`src/rtl/req_gnt_pkg.sv`:
```
// Shared lane indices, lane1 FSM state type and latency clamp helper for the
// req/gnt scheduler.
package req_gnt_pkg;

    localparam int LANE0 = 0;
    localparam int LANE1 = 1;
    localparam int LANE2 = 2;

    typedef enum logic [1:0] {
        L1_IDLE,
        L1_WAIT,
        L1_DUE
    } l1_state_t;

    function automatic int clamp_lat(input int val, input int lo, input int hi);
        if (val < lo) begin
            return lo;
        end
        if (val > hi) begin
            return hi;
        end
        return val;
    endfunction

endpackage

```
`src/rtl/req_gnt_delay_lane.sv`:
```
// Lane1 delay FSM: counts cycles since accept, becomes due at the clamped
// target and slides inside the latency window until granted or dropped.
module req_gnt_delay_lane
    import req_gnt_pkg::*;
#(
    parameter int LAT1_MIN = 3,
    parameter int LAT1_MAX = 5,
    parameter int CNT_W    = 3
) (
    input  logic             clk,
    input  logic             reset,
    input  logic             accept,
    input  logic [CNT_W-1:0] cfg,
    input  logic             won,
    output logic             due,
    output logic             busy,
    output logic             drop
);

    localparam logic [CNT_W-1:0] MAX_EL = CNT_W'(LAT1_MAX);

    l1_state_t        state_q, state_d;
    logic [CNT_W-1:0] el_q, el_d;
    logic [CNT_W-1:0] tgt_q, tgt_d;

    always_ff @(posedge clk or negedge reset) begin
        if (!reset) begin
            state_q <= L1_IDLE;
            el_q    <= '0;
            tgt_q   <= '0;
        end else begin
            state_q <= state_d;
            el_q    <= el_d;
            tgt_q   <= tgt_d;
        end
    end

    always_comb begin
        state_d = state_q;
        el_d    = el_q;
        tgt_d   = tgt_q;
        due     = 1'b0;
        drop    = 1'b0;
        unique case (state_q)
            L1_IDLE: begin
                if (accept) begin
                    state_d = L1_WAIT;
                    el_d    = CNT_W'(1);
                    tgt_d   = CNT_W'(clamp_lat(int'(cfg), LAT1_MIN, LAT1_MAX));
                end
            end
            L1_WAIT: begin
                el_d = el_q + 1'b1;
                if ((el_q + 1'b1) == tgt_q) begin
                    state_d = L1_DUE;
                end
            end
            L1_DUE: begin
                due = 1'b1;
                if (won) begin
                    state_d = L1_IDLE;
                end else if (el_q < MAX_EL) begin
                    // A lost grant may still land later inside the window.
                    el_d = el_q + 1'b1;
                end else begin
                    drop    = 1'b1;
                    state_d = L1_IDLE;
                end
            end
            default: begin
                state_d = L1_IDLE;
            end
        endcase
    end

    assign busy = (state_q != L1_IDLE);

endmodule

```
`src/rtl/req_gnt_scheduler.sv`:
```
// Three-lane grant generator with fixed priority lane2 > lane0 > lane1 and a
// saturating miss counter. Define REQ_GNT_SVA_EN to compile embedded checkers.
module req_gnt_scheduler
    import req_gnt_pkg::*;
#(
    parameter int LAT1_MIN = 3,
    parameter int LAT1_MAX = 5,
    parameter int CNT_W    = 3,
    parameter int MISS_W   = 8
) (
    input  logic              clk,
    input  logic              reset,
    input  logic [2:0]        req,
    input  logic [CNT_W-1:0]  cfg_lat1,
    output logic [2:0]        gnt,
    output logic              busy1,
    output logic [MISS_W-1:0] miss_cnt
);

    logic              req0_q, req0_d;
    logic [MISS_W-1:0] miss_q, miss_d;
    logic              c0, c1, c2;
    logic              lane0_drop, l1_drop;
    logic [1:0]        miss_inc;
    logic [MISS_W:0]   miss_sum;

    // Lane2 is combinational, so it must be masked while reset is held.
    assign c2 = req[LANE2] & reset;
    assign c0 = req0_q;

    req_gnt_delay_lane #(
        .LAT1_MIN (LAT1_MIN),
        .LAT1_MAX (LAT1_MAX),
        .CNT_W    (CNT_W)
    ) u_lane1 (
        .clk    (clk),
        .reset  (reset),
        .accept (req[LANE1]),
        .cfg    (cfg_lat1),
        .won    (gnt[LANE1]),
        .due    (c1),
        .busy   (busy1),
        .drop   (l1_drop)
    );

    always_ff @(posedge clk or negedge reset) begin
        if (!reset) begin
            req0_q <= 1'b0;
            miss_q <= '0;
        end else begin
            req0_q <= req0_d;
            miss_q <= miss_d;
        end
    end

    always_comb begin
        gnt = 3'b000;
        if (c2) begin
            gnt[LANE2] = 1'b1;
        end else if (c0) begin
            gnt[LANE0] = 1'b1;
        end else if (c1) begin
            gnt[LANE1] = 1'b1;
        end
    end

    always_comb begin
        req0_d     = req[LANE0];
        lane0_drop = c0 & c2;
        miss_inc   = {1'b0, lane0_drop} + {1'b0, l1_drop};
        miss_sum   = {1'b0, miss_q} + {{(MISS_W-1){1'b0}}, miss_inc};
        miss_d     = miss_sum[MISS_W] ? {MISS_W{1'b1}} : miss_sum[MISS_W-1:0];
    end

    assign miss_cnt = miss_q;

`ifdef REQ_GNT_SVA_EN
    logic l1_accept;
    assign l1_accept = req[LANE1] & ~busy1;

    a_gnt_onehot0: assert property (@(posedge clk) disable iff (!reset)
        $onehot0(gnt));

    a_lane2_now: assert property (@(posedge clk) disable iff (!reset)
        req[LANE2] |-> gnt[LANE2]);

    a_lane0_next: assert property (@(posedge clk) disable iff (!reset)
        (req[LANE0] && !req[LANE2]) ##1 !req[LANE2] |-> gnt[LANE0]);

    a_lane1_window: assert property (@(posedge clk) disable iff (!reset)
        l1_accept |-> ##[LAT1_MIN:LAT1_MAX] (gnt[LANE1] || l1_drop));

    a_miss_monotonic: assert property (@(posedge clk) disable iff (!reset)
        miss_cnt >= $past(miss_cnt));
`else
    // Checkers are left out of this build; datapath is unchanged.
`endif

endmodule

```
`config.mk`:
```
export PLATFORM = sky130hd
export DESIGN_NAME = req_gnt_scheduler
export DESIGN_NICKNAME = d
export VERILOG_FILES = /design/src/rtl/req_gnt_pkg.sv /design/src/rtl/req_gnt_delay_lane.sv /design/src/rtl/req_gnt_scheduler.sv
export SDC_FILE = /design/constraint.sdc
export NUM_CORES = 1
export LEC_CHECK = 0
export ABC_CLOCK_PERIOD_IN_PS = 3000
export CORE_MARGIN = 4
export CORE_UTILIZATION = 45
export DETAILED_ROUTE_END_ITERATION = 7
export GPL_ROUTABILITY_DRIVEN = 0
export PLACE_DENSITY = 0.72
export SYNTH_ARGS = -nofsm -noshare
export SYNTH_HDL_FRONTEND = slang
export SYNTH_SLANG_ARGS = --single-unit
```
`constraint.sdc`:
```
create_clock -name clk -period 3 [get_ports clk]
set_input_delay 0.45 -clock clk [delete_from_list [all_inputs] [get_ports clk]]
set_output_delay 0.45 -clock clk [all_outputs]
set_load 0.1 [all_outputs]
```
==> flow_summary.yaml <==
min_path:
  holdCritPathClass: "input pin to async pin"
finish:
  mostFrequentLayoutCells: "17 x dfrtp_1, 12 x nand2_1, 10 x inv_1, 10 x buf_4, 7 x clkdlybuf4s50_1"
  layout_commonest_cell: "dfrtp_1"
  nets: 129
  final_layout_size_suffix_gt1_frac: 0.184
  diodes: 0
  final_core_util: 0.605
  syn2layout_area_growth_pct: 27.2
critical_path:
  worst_ep_required_time_ps: 3240
  path_max_fanout: 6
  end_kind: "register"
  cp_data_arrival_time_ps: 2650
  cp-start-kind: "input pin"
  critPathKind: "input pin to register"
logic_synthesis:
  synth_area_um2: 932
  synth-async-reset-ratio: 1.00
  syn_nets: 106
  synthFlopType: "dfrtp_1"
  yosysWarnings: 0
  synth.distinct_cells: 31
  yosysSeqAreaShare: 0.456
  syn_avg_cell_area_um2: 10.1
  ys_ff_latch: 17
  synth-edff-count: 0
  netlist_instances: 92
routing:
  drtPass1Iterations: 4
  ant_nets: 0
  vias: 689
  wl_mm: 1.78
  drtIter0Drc: 7
  drcViolationCount: 0
  viasPerCell: 4.89
  wire_per_inst_um: 12.6
die:
  die_h_um: 53.5
  core_um2: 1960
  die_x_um: 53.5
  num_rows: 16
  die_area_um2: 2860
  start_util: 0.475
  ioPinCount: 20
flow_run:
  max_cap_violations: 0
clock_network:
  cts_resized: 0
  cts_sinks: 17
  cts_tree: "done"
  cts_setup_buffers: 0
  ctsHoldBuffers: 0
  cts_buffers: 3
  path_clk_slew_ps: 110
  max-clock-path-buffers: 2
  insertion_delay_ps: 300
  htreeDepth: 1
  cts_root_buf: "clkbuf_4"
sta:
  worst_slew_margin_rel: 0.815
  final.setup_skew_ps: 2.28
  fmax_ghz: 0.416
  hold_viol_final: 0
  slew_viol_final: 0
  min_period_ps: 2400
  finalSetupViolations: 0
  finalCritPeriodShare: 0.802
  setup-tns-final_ps: 0
  worst_slew_pin_slew_ps: 280
  rsz0062_at_grt: "false"
status:
  outcome: "complete, no violations"
grt:
  grt_pass1_wl_mm: 2.89
  grt_antenna_before_repair: 0
  grt_overflow: 0
  grt_pass1_vias: 638
  grt_max_degree: 19
  track_usage: 0.148
pwr:
  ir_drop_mv: 0.692
  p_leak_nw: 0.585
  p_per_area_nw_per_um2: 1090
placed_design:
  portBuffers: 19
  place_hpwl_mm: 1.46
## per-stage QoR
stage / power [mW] / cell area (µm²) / hold WS [ps] / std cells / worst slack, ps
floorplan: 1.00 / 932 / 154 / 92 / 584
global placement: 1.16 / 1160 / 488 / 137 / 359
detailed placement: 1.17 / 1160 / 499 / 137 / 294
CTS: 1.30 / 1190 / 490 / 141 / 602
global route: 1.37 / 1190 / 528 / 141 / 410
finish: 1.29 / 1190 / 487 / 141 / 595
## kinds of logic (layout without fill, tap and decap cells)
family / count (synthesis) / after routing / synth area share
DFF: 17 / 17 / 0.456
AOI/OAI and AO/OA: 14 / 14 / 0.103
adders and majority gates: 6 / 6 / 0.0886
buffers and inverters: 12 / 34 / 0.0564
muxes: 4 / 4 / 0.0456
and+or+nand+nor: 32 / 32 / 0.169
xor gates and xnor gates: 7 / 7 / 0.0805
## Yosys cell counts (2+ instances only)
cell | count | area, µm²
o21a_1 | 2 | 15.0
and3_1 | 3 | 18.8
nor2_1 | 2 | 7.51
xnor2_1 | 2 | 17.5
inv_1 | 10 | 37.5
nand2b_1 | 2 | 12.5
mux2_2 | 2 | 22.5
xor2_1 | 4 | 35.0
mux2i_1 | 2 | 20.0
nor2b_1 | 2 | 12.5
buf_4 | 2 | 15.0
nand3_1 | 6 | 30.0
ha_1 | 5 | 62.6
a21oi_1 | 4 | 20.0
dfrtp_1 | 17 | 425
nand2_1 | 12 | 45.0
## critical path, cell delays in order
cell	delay, ps
clkdlybuf4s50_1	480
and2_1	240
or2_2	160
nand3_1	90
fa_1	390
inv_1	70
ha_1	210
and3_1	230
nand3_1	200
nand2b_1	130
## worst paths after layout
kind	depth (start not counted)	slack, ps	startpoint	endpoint
max	10	600	req[2]	miss_cnt[1]
min	2	490	reset	u_lane1.el_q[1]
max reg2reg	9	890	u_lane1.state_q[0]	miss_cnt[1]
min reg2reg	1	530	u_lane1.tgt_q[0]	u_lane1.tgt_q[0]
max in group asynchronous	2	2320	reset	miss_cnt[6]
min in group clk	1	530	u_lane1.tgt_q[0]	u_lane1.tgt_q[0]
## final cells by class
class | instances | area [µm²]
repair buffers | 20 | 205
well taps | 27 | 33.8
flip-flops and latches | 17 | 425
clock inverters | 1 | 7.51
fillers | 189 | 776
multi-input cells | 63 | 454
inverters | 10 | 37.5
clock buffers | 3 | 22.5
## registers in the layout, summed over array words and instances, names as in the netlist
signal           count
u_lane1.state_q      2
miss_cnt             8
c0                   1
u_lane1.tgt_q        3
u_lane1.el_q         3
## power breakdown
part           internal (mW)  switching [mW]
Sequential             0.310          0.0737
Combinational          0.252           0.526
Clock                 0.0508          0.0808
## metal layers
layer / GRT usage / part of all wire / up-vias
met5: 0 / 0 / -
met4: 0.102 / 0.029 / 0
met3: 0.0254 / 0.051 / 5
met2: 0.216 / 0.46 / 18
met1: 0.197 / 0.46 / 315
li1: - / - / 351
No activity file was read; power rests on OpenSTA's default activity.
